File: src/rtl/ps2_scancode_decoder.sv
// ps2_scancode_decoder: folds PS/2 set-2 prefix bytes (E0 extended, F0 break)
// into single key events, drops keyboard housekeeping bytes, and queues events
// in a first-word-fall-through FIFO for application logic.
module ps2_scancode_decoder #(
   parameter int unsigned PREFIX_TIMEOUT = 100000,
   parameter int unsigned DEPTH          = 4
) (
   input  logic                       clk,
   input  logic                       reset,
   input  logic [7:0]                 ps2_data_out,
   input  logic                       pulso_done,
   output logic [7:0]                 ev_code,
   output logic                       ev_ext,
   output logic                       ev_brk,
   output logic                       ev_empty,
   output logic                       ev_full,
   output logic [$clog2(DEPTH):0]     ev_count,
   input  logic                       ev_rd,
   output logic                       overflow
);

   localparam int unsigned AW = $clog2(DEPTH);
   localparam int unsigned TW = $clog2(PREFIX_TIMEOUT);

   localparam logic [1:0] ST_IDLE    = 2'd0;
   localparam logic [1:0] ST_EXT     = 2'd1;
   localparam logic [1:0] ST_BRK     = 2'd2;
   localparam logic [1:0] ST_EXT_BRK = 2'd3;

   logic [1:0]    state;
   logic [TW-1:0] tcnt;
   logic          is_discard;
   logic          is_e0;
   logic          is_f0;
   logic          emit;
   logic [9:0]    emit_word;

   logic [9:0]    mem [DEPTH];
   logic [AW-1:0] wr_ptr;
   logic [AW-1:0] rd_ptr;
   logic [AW:0]   count;
   logic          push;
   logic          pop;
   logic          full;
   logic          empty;

   // Classify the incoming byte and form the event word from the prefix state.
   always_comb begin
      is_discard = 1'b0;
      case (ps2_data_out)
         8'h00, 8'hAA, 8'hE1, 8'hEE, 8'hFA, 8'hFE, 8'hFF: is_discard = 1'b1;
         default:                                          is_discard = 1'b0;
      endcase
      is_e0     = (ps2_data_out == 8'hE0);
      is_f0     = (ps2_data_out == 8'hF0);
      emit      = pulso_done && !is_discard && !is_e0 && !is_f0;
      emit_word = {(state == ST_EXT) || (state == ST_EXT_BRK),
                   (state == ST_BRK) || (state == ST_EXT_BRK),
                   ps2_data_out};
   end

   // Prefix FSM; a strobe takes priority over the timeout on the same edge.
   always_ff @(posedge clk) begin
      if (reset) begin
         state <= ST_IDLE;
      end else if (pulso_done) begin
         if (is_discard) begin
            state <= ST_IDLE;
         end else if (is_e0) begin
            state <= ST_EXT;
         end else if (is_f0) begin
            case (state)
               ST_IDLE: state <= ST_BRK;
               ST_EXT:  state <= ST_EXT_BRK;
               default: state <= state;
            endcase
         end else begin
            state <= ST_IDLE;
         end
      end else if (state != ST_IDLE && tcnt == TW'(PREFIX_TIMEOUT - 1)) begin
         state <= ST_IDLE;
      end
   end

   // Inter-byte timeout counter; runs only while a prefix is pending.
   always_ff @(posedge clk) begin
      if (reset || pulso_done || state == ST_IDLE) begin
         tcnt <= '0;
      end else if (tcnt == TW'(PREFIX_TIMEOUT - 1)) begin
         tcnt <= '0;
      end else begin
         tcnt <= tcnt + TW'(1);
      end
   end

   assign empty = (count == '0);
   assign full  = (count == (AW + 1)'(DEPTH));
   assign pop   = ev_rd && !empty;
   assign push  = emit && (!full || pop);

   // Event storage; no reset needed since the head is masked while empty.
   always_ff @(posedge clk) begin
      if (!reset && push) begin
         mem[wr_ptr] <= emit_word;
      end
   end

   // FIFO pointers, occupancy and sticky overflow flag.
   always_ff @(posedge clk) begin
      if (reset) begin
         wr_ptr   <= '0;
         rd_ptr   <= '0;
         count    <= '0;
         overflow <= 1'b0;
      end else begin
         if (push) wr_ptr <= wr_ptr + AW'(1);
         if (pop)  rd_ptr <= rd_ptr + AW'(1);
         case ({push, pop})
            2'b10:   count <= count + (AW + 1)'(1);
            2'b01:   count <= count - (AW + 1)'(1);
            default: count <= count;
         endcase
         if (emit && full && !pop) overflow <= 1'b1;
      end
   end

   // Head presentation, forced to zero while the FIFO is empty.
   always_comb begin
      {ev_ext, ev_brk, ev_code} = '0;
      if (!empty) {ev_ext, ev_brk, ev_code} = mem[rd_ptr];
   end

   assign ev_empty = empty;
   assign ev_full  = full;
   assign ev_count = count;

endmodule

File: config.mk
export PLATFORM = sky130hd
export DESIGN_NAME = ps2_scancode_decoder
export DESIGN_NICKNAME = d
export VERILOG_FILES = /design/src/rtl/ps2_scancode_decoder.sv
export SDC_FILE = /design/constraint.sdc
export NUM_CORES = 1
export LEC_CHECK = 0
export ABC_AREA = 1
export ABC_CLOCK_PERIOD_IN_PS = 4400
export BUFFER_PORTS_ARGS = -buffer_cell sky130_fd_sc_hd__buf_2
export CORE_ASPECT_RATIO = 1.2
export CORE_UTILIZATION = 35
export CTS_BUF_LIST = sky130_fd_sc_hd__clkbuf_4 sky130_fd_sc_hd__clkbuf_8 sky130_fd_sc_hd__clkbuf_16
export DETAILED_ROUTE_END_ITERATION = 8
export PLACE_DENSITY = 0.49
export SLEW_MARGIN = 40
export SYNTH_ARGS = -nofsm -noshare
export SYNTH_HDL_FRONTEND = slang
export SYNTH_SLANG_ARGS = --single-unit
export TNS_END_PERCENT = 20
File: constraint.sdc
create_clock -name clk -period 4.4 [get_ports clk]
set_input_delay 0.22 -clock clk [delete_from_list [all_inputs] [get_ports clk]]
set_output_delay 0.22 -clock clk [all_outputs]
set_load 0.005 [all_outputs]
**After elaboration in Yosys (flattened, before gate mapping)**

Memory sizes are Yosys's and may differ from the RTL's. A register that Yosys moved wholly into a read port is not among the register bits.
Cells that the tools add are included.
Widths: inputs -> output; s select.

- RAM bits: 40
- Memories: 1
- Output and inout bits: 16
- Logic and storage cells: 73
- Bits of input ports: 12
- Register bits after elaboration: 27

- Eq/ne operators: 16
- Add/subtract/negate cells: 5
- Reduce and logical (&&, ||, !) cells: 30
- Multiplexer cells: 15

Memory list:

| name | words | width | read ports | clocked after memory_dff | wr ports | RTL line | RTL |
|---|---|---|---|---|---|---|---|
| mem | 4 | 10 | 1 | 1 | 1 | 38 | `logic [9:0] mem [DEPTH];` |

Operators by type and width:

| cell | number |
|---|---|
| $eq 8x8->1 const B | 8 |
| $add 17x1->17 const B | 1 |
| $eq 17x17->1 const B | 1 |
| $mux 2 | 7 |
| $logic_and 1x1->1 | 9 |
| $logic_not 8->1 | 1 |
| $mux 8 | 1 |
| $logic_not 1->1 | 7 |
| $reduce_or 7->1 | 1 |
| $eq 2x2->1 const B | 3 |
| $ne 6x4->1 const B | 1 |
| $pmux 3 s2 | 1 |
| $reduce_bool 2->1 | 3 |
| $logic_or 1x1->1 | 5 |
| $mux 1 | 5 |
| $add 2x1->2 const B | 2 |
| $eq 2x1->1 const B | 2 |
| $pmux 2 s2 | 1 |
| $add 3x1->3 const B | 1 |
| $eq 3x3->1 const B | 1 |
| $logic_not 3->1 | 1 |
| $sub 3x1->3 const B | 1 |
| $logic_not 2->1 | 1 |
| $reduce_and 2->1 | 1 |
| $reduce_or 2->1 | 1 |

**Longest topological paths before layout**

Gate-level depths: netlist of run 1.

- Word-level depth: 11
- Mapped depth: 16
- Depth with buffers taken out: 16

**Worst setup path after synthesis of run 1**

OpenSTA, ideal clock, no wires.

- Path kind: input to register
- Start: input port ps2_data_out[0]
- End: memory mem[0][0] (enable)
- Stages: 11
- Arrival time: 1.419 ns
- Path buffers: 0
- Slack: 2.605 ns
- Library setup time: 0.376 ns
- Required time: 4.024 ns
- Cell sequence: inv_1 > nor2_1 > nand2_1 > nand2_1 > nand2_1 > nand2_1 > nor2_2 > nand2_2 > nor2_2 > nand2_1 > nor2_1

- Cells in the longest elaborated chain, start to end: 11
- Elaborated cells on any way between the ends: 21
- Classes of those cells: eq/ne (8); mux (3); reduce/logical (10)

RTL lines:

| what | RTL line | RTL |
|---|---|---|
| start: declaration | 10 | `input logic [7:0] ps2_data_out,` |
| $eq 8x8->1 / $logic_not 8->1 (equally long branches) | 50 | `case (ps2_data_out)` |
| $reduce_or 7->1 | 50 |  |
| $mux 1 | 50 |  |
| $logic_not 1->1 | 56 | `emit = pulso_done && !is_discard && !is_e0 && !is_f0;` |
| $logic_and 1x1->1 (2 in a row) | 56 |  |
| $logic_and 1x1->1 * | 56 |  |
| $logic_and 1x1->1 * | 99 | `assign push = emit && (!full \|\| pop);` |
| $logic_and 1x1->1 * | 103 | `if (!reset && push) begin` |
| $mux 1 * | 103 |  |
| $mux 1 (not written as such) * | 104 | `mem[wr_ptr] <= emit_word;` |
| end: declaration | 38 |  |

Mark *: on every way between the ends. The rest lies on a longest branch, timed or not.

==> results of run 1 <==
worst max-delay path, cell delays in order, from the launching register on:
cell	delay [ns]
dfxtp_1	0.85
inv_1	0.50
o21ai_0	0.30
a21oi_1	0.09
buf_2	0.16
sequential cells by signal, indices dropped and copies added (netlist names), named ones only:
name,count
ev_count,3
mem,40
overflow,1
rd_ptr,2
state,2
tcnt,17
wr_ptr,2
metal layers:
metal  global-route usage [%]  vias up  wire [um]
met4                     6.91        0        100
met3                     3.29        8        155
met1                     16.8     1046       2830
met5                        0        -          0
met2                     24.6       29       3200
li1                         -     1207          -
cell type report:
| type | count | area [um^2] | area share, % |
|---|---|---|---|
| well taps | 117 | 146 | 4.02 |
| inverters | 39 | 146 | 4.02 |
| multi-input cells | 229 | 1180 | 32.5 |
| clock inverters | 6 | 113 | 3.09 |
| repair buffers | 28 | 143 | 3.91 |
| clock buffers | 10 | 131 | 3.60 |
| flip-flops and latches | 69 | 1780 | 48.9 |
cell usage after synthesis, types with 2 or more instances:
cell type  number
nor2_1         74
nand2_1        41
edfxtp_1       40
inv_1          37
o21ai_0        30
dfxtp_1        29
a21oi_1        28
nand3_1        14
clkbuf_1        8
ha_1            5
nand2_2         5
nor3_1          5
nor2_2          4
o21a_1          3
nand4_1         2
nor2_4          2
nor3_2          2
xor2_1          2
per-stage QoR:
step | cells | hold WS, ns
floorplan | 346 | 0.289
global placement | 482 | 0.432
detailed placement | 482 | 0.442
CTS | 498 | 0.0619
global route | 498 | 0.0639
finish | 498 | 0.0749
cells in the final DEF (no fill, tap or decap):
master and count:
buf_2 27, clkinv_2 1, xor2_1 2, dfxtp_1 29
nand3_2 1, ha_1 5, a21oi_1 28, nor3_1 5
buf_4 1, nor3b_1 1, o21ai_0 30, or2_2 1
clkinv_1 1, nor3_4 1, edfxtp_1 40, nand4_1 2
nand2_1 41, o31ai_1 1, bufinv_16 3, fa_1 1
clkbuf_8 9, nor2_4 2, inv_1 37, nand3_4 1
nor2_2 7, xnor2_1 1, nor2_1 71, nor3_2 1
nor4_1 1, nand3_1 14, clkinv_4 2, nor2_8 1
o21ai_2 1, nand4_4 1, or3_1 1, nand2_2 5
clkbuf_4 1, o21a_1 3, inv_2 1
worst min-delay path by stage:
| stage | from | end | slack, ns | depth (start not counted) |
|---|---|---|---|---|
| 5_1_grt | reset | state[0] | 0.06 | 2 |
| 3_3_place_gp | tcnt[0] | tcnt[0] | 0.43 | 1 |
| 3_5_place_dp | reset | state[0] | 0.44 | 2 |
| 4_1_cts | reset | state[0] | 0.06 | 2 |
| 6_report | reset | state[0] | 0.07 | 2 |
| 2_1_floorplan | reset | state[0] | 0.29 | 1 |
kinds of logic (layout without fill, tap and decap cells):
family | count (synthesis) | count (layout) | synth area share (%)
AO/OA/AOI/OAI | 63 | 63 | 10.5
AND/OR/NAND/NOR | 157 | 157 | 23.3
XOR/XNOR | 3 | 3 | 0.837
buffers and inverters | 48 | 83 | 5.98
adder cells (fa/ha/maj) | 6 | 6 | 2.63
flip-flops | 69 | 69 | 56.7
power groups by stage:
stage,Clock (mW),Combinational [mW],Sequential [mW]
CTS,0.637,0.303,0.764
detailed placement,0,0.301,0.779
global route,0.667,0.342,0.768
finish,0.619,0.297,0.763
floorplan,0,0.195,0.751
global placement,0,0.294,0.774
==> results.yml, run 1 <==
min_path:
  hold_path.class: "in -> reg"
die:
  die_h_um: 106
  die_area_um2: 9360
  start_util_pct: 36.3
  io_pins: 28
  die_x_um: 88.5
  num_rows: 37
  core-area_um2: 8660
critical_path:
  startpoint_type: "flip-flop"
  rrSetupSlack_ns: 2.17
  required_ns: 4.18
  reg2reg_from: "ev_count[2]"
  setup.worst_path.end: "ev_code[1]"
  r2r-end: "ev_count[2]"
  reg2reg_depth: 10
  path_max_fanout: 21
  cp.arrival_ns: 2.25
  end_kind: "output port"
  path_class: "reg -> out"
yosys:
  synth_area_um2: 3140
  yosysTopAreaCellShare_pct: 38.2
  yosysSeqAreaShare_pct: 56.7
  synth_cell_types: 33
  synth_seq_cells: 69
  ys.flop_type: "edfxtp_1"
  synthCells: 346
  synth.avg_cell_area_um2: 9.08
  synth_edf_count: 40
  synth_top_area_cell: "edfxtp_1"
  synth_nets: 364
  yosysWarnings: 0
  ys_top_cells_by_area: "edfxtp_1, dfxtp_1, nor2_1"
  synthArstFlopShare_pct: 0
grt:
  track_usage_pct: 14.4
  grt_max_degree: 22
  grt_pass1_wl_mm: 10.1
  grt_overflow_total: 0
  grt_pass1_vias: 2125
  antenna_found_initial: 0
final_layout:
  postLayoutCellArea_um2: 3650
  post-route-util_pct: 42.1
  syn2layout_area_growth_pct: 16.1
  fillers: 862
  layout-drive-gt1-share_pct: 17.6
  fin_nets: 394
  diodes: 0
timing:
  relSlewSlack_pct: 45.3
  setup_tns_ns: 0
  clock_skew_ns: 0.0146
  setup_slack_ns: 1.93
  setup_viol: 0
  maxSlewViolCount: 0
  worstMarginPinSlew_ns: 0.819
  min_period_over_period_pct: 56.2
  final_hold_viol_count: 0
  fin_crit_ns: 2.47
  fmax_mhz: 404
  rsz0062_at_grt: "no"
clock_tree:
  h-tree-depth: 3
  cts_resized: 0
  path_clk_slew_ns: 0.08
  postCtsSetupBuffers: 0
  cts_tree: "yes"
  cts_root_buffer: "clkbuf_8"
  numCtsBuffers: 9
  clock_latency_ns: 0.35
  cts_sinks: 69
  holdBufCountCts: 0
  clockBufferDepth: 2
detailed_routing:
  wl_per_cell_um: 12.6
  via_count: 2290
  drt-total-wl_mm: 6.28
  drc: 0
  drt-vias-per-instance: 4.60
  antenna_left: 0
  drt-pass1-iter-count: 4
  drt_iter0_markers: 80
pwr:
  pwr-share-clk_pct: 36.9
  combPwrFrac_pct: 17.7
  p_int_mw: 1.22
  ir_worst_vdd_uv: 184
  p_leak_nw: 1.45
  power_mw: 1.68
  p_switching_uw: 462
  p_sw_share_pct: 27.5
  p_seq_share_pct: 45.4
  power.density_nw_per_um2: 460
place:
  post-place-ws_ns: 2.00
  placed_cell_area_um2: 3400
  dp_hpwl_mm: 4.35
  portBuffers: 27
  place.gp.congestion: 0.735
run:
  maxCapViolations: 0
run_status:
  status: "finished, final reports clean"
(Power assumes the default switching activity.)
==> run 2, diff against run 1 <==
ABC_AREA = 0   (was 1)
ABC_CLOCK_PERIOD_IN_PS = 2450   (was 4400)
clock period = 2.45 ns   (was 4.4 ns; I/O delays follow)
==> results.yml, run 2 <==
critical_path:
  end_kind: "flip-flop"
  cp.arrival_ns: 2.43
  reg2reg_depth: 8
  r2r-end: "ev_count[2]"
  startpoint_type: "flip-flop"
  rrSetupSlack_ns: 0.24
  path_max_fanout: 7
  cp_slowest_cell: "dfxtp_1"
  slowest_delay_ns: 0.37
  path_class: "reg -> reg"
  required_ns: 2.67
  reg2reg_from: "ev_count[0]"
  path_cells: "nor3_1, and2b_2, and2b_2, fa_1, inv_1, nor2_1, a2bb2oi_1, mux2_1"
  critPathMostFrequentCell: "and2b_2"
clock_tree:
  path_clk_slew_ns: 0.08
  h-tree-depth: 3
  cts_sinks: 69
  holdBufCountCts: 0
  cts_tree: "yes"
  clockBufferDepth: 2
  cts_root_buffer: "clkbuf_8"
  numCtsBuffers: 9
  clock_latency_ns: 0.34
  cts_resized: 0
  postCtsSetupBuffers: 0
detailed_routing:
  wl_met3_um: 202
  top_layer: "met4"
  wl_per_cell_um: 13.8
  drt-total-wl_mm: 5.33
  wl_met2_mm: 2.55
  antenna_left: 0
  via_count: 1776
  drt_iter0_markers: 57
  drc: 0
  met1_length_mm: 2.49
  drt-pass1-iter-count: 3
  drt-vias-per-instance: 4.60
timing:
  relSlewSlack_pct: 63.6
  fin_crit_ns: 2.21
  setup_slack_ns: 0.237
  maxSlewViolCount: 0
  min_period_over_period_pct: 90.3
  whs_ns: 0.0410
  setup_tns_ns: 0
  setup_viol: 0
  worstMarginPinSlew_ns: 0.545
  clock_skew_ns: 0.00809
  rsz0062_at_grt: "no"
  final_hold_viol_count: 0
  fmax_mhz: 452
final_layout:
  fin_nets: 285
  top_register: "mem"
  layout_common_cells: "edfxtp_1, nor2_1, dfxtp_1, buf_2, nand2_1"
  final_common_cell: "edfxtp_1"
  fin_cells: 386
  layout-drive-gt1-share_pct: 25.4
  diodes: 0
  postLayoutCellArea_um2: 3500
  fillers: 764
  largest_reg_flops: 40
  post-route-util_pct: 43.0
  syn2layout_area_growth_pct: 17.9
yosys:
  synth.avg_cell_area_um2: 12.9
  synth_cell_types: 41
  yosysSeqAreaShare_pct: 60.0
  yosysTopAreaCellShare_pct: 40.4
  synth_seq_cells: 69
  synthCells: 230
  yosysWarnings: 0
  ys_top_cells_by_area: "edfxtp_1, dfxtp_1, mux4_2"
  synth_area_um2: 2970
  ys_top_cells_by_count: "edfxtp_1, nor2_1, dfxtp_1"
  synth_nets: 248
  yosysMostFrequentCell: "edfxtp_1"
  synth_edf_count: 40
  synth_top_area_cell: "edfxtp_1"
  synthArstFlopShare_pct: 0
  ys.flop_type: "edfxtp_1"
place:
  post-place-ws_ns: 0.116
  placed_cell_area_um2: 3260
  portBuffers: 27
  dpl.cell_count: 370
  dp_hpwl_mm: 3.66
  place.gp.congestion: 0.693
pwr:
  power_mw: 3.24
  power.density_nw_per_um2: 924
  p_leak_nw: 1.26
  ir_worst_vdd_uv: 361
die:
  num_rows: 36
  die_x_um: 86.1
  start_util_pct: 36.4
  io_pins: 28
  die_h_um: 103
  die_area_um2: 8860
  core-area_um2: 8150
min_path:
  min-delay-start: "ps2_data_out[7]"
  hold_end: "mem[3][7]"
  hold_path.class: "in -> reg"
  hold_depth: 1
grt:
  grt_overflow_total: 0
  grt_pass1_wl_mm: 8.73
  grt_pass1_vias: 1716
  track_usage_pct: 13.4
  antenna_found_initial: 0
  grt_max_degree: 18
run:
  maxCapViolations: 0
run_status:
  status: "finished, final reports clean"
run 2: cell count changes after synthesis, moves of 8 or more:
cell and change:
a21oi_1 -27, o21ai_0 -30, mux4_2 +10, nor2_1 -39, nor2b_1 +12, xor2_1 +9
nand3_1 -8, inv_1 -31, nand2_1 -26
run 2: how the worst max path moves through the flow:
stage               cells after the start           to            start
floorplan                               9  ev_count[2]      ev_count[0]
global placement                       10  ev_count[2]  ps2_data_out[0]
detailed placement                     10  ev_count[2]  ps2_data_out[0]
CTS                                     8  ev_count[2]      ev_count[0]
global route                            8  ev_count[2]      ev_count[0]
finish                                  8  ev_count[2]      ev_count[0]
run 2: final cells by class:
cell class,instances,area [um^2],share of cell area (%)
sequential,69,1780,50.9
multi-input combinational,147,1130,32.1
timing repair buffer,34,188,5.36
tap,114,143,4.07
clock buffer,10,131,3.75
clock inverter,6,111,3.18
inverter,6,22.5,0.643
run 2: worst max-delay path: cells and delay by family (launching register included):
| kind | cells | cell delay, ns |
|---|---|---|
| buffers and inverters | 1 | 0.07 |
| AOI/OAI and AO/OA | 1 | 0.16 |
| DFF | 1 | 0.37 |
| adders and majority gates | 1 | 0.35 |
| and+or+nand+nor | 4 | 0.80 |
| muxes | 1 | 0.33 |
run 2: kinds of logic (layout without fill, tap and decap cells):
family                   after synthesis  after routing  share of synthesized area (%)
flip-flops                            69             69                           60.0
adder cells (fa/ha/maj)                6              6                           2.78
buffers and inverters                 14             56                           2.11
AO/OA/AOI/OAI                         11             11                           3.50
multiplexers                          15             15                           9.35
XOR/XNOR                              19             19                           5.60
AND/OR/NAND/NOR                       96             96                           16.7
run 2: metal layers:
| metal | up-vias | GRT usage, % |
|---|---|---|
| met1 | 839 | 16.7 |
| li1 | 900 | - |
| met2 | 28 | 21.5 |
| met4 | 0 | 6.15 |
| met3 | 9 | 4.16 |
| met5 | - | 0 |
run 2: power by group:
group	leakage, nW	total, mW	switching (mW)	internal [mW]
clock	0.120	1.11	0.424	0.688
combinational	0.542	0.729	0.344	0.385
sequential	0.599	1.40	0.0687	1.33
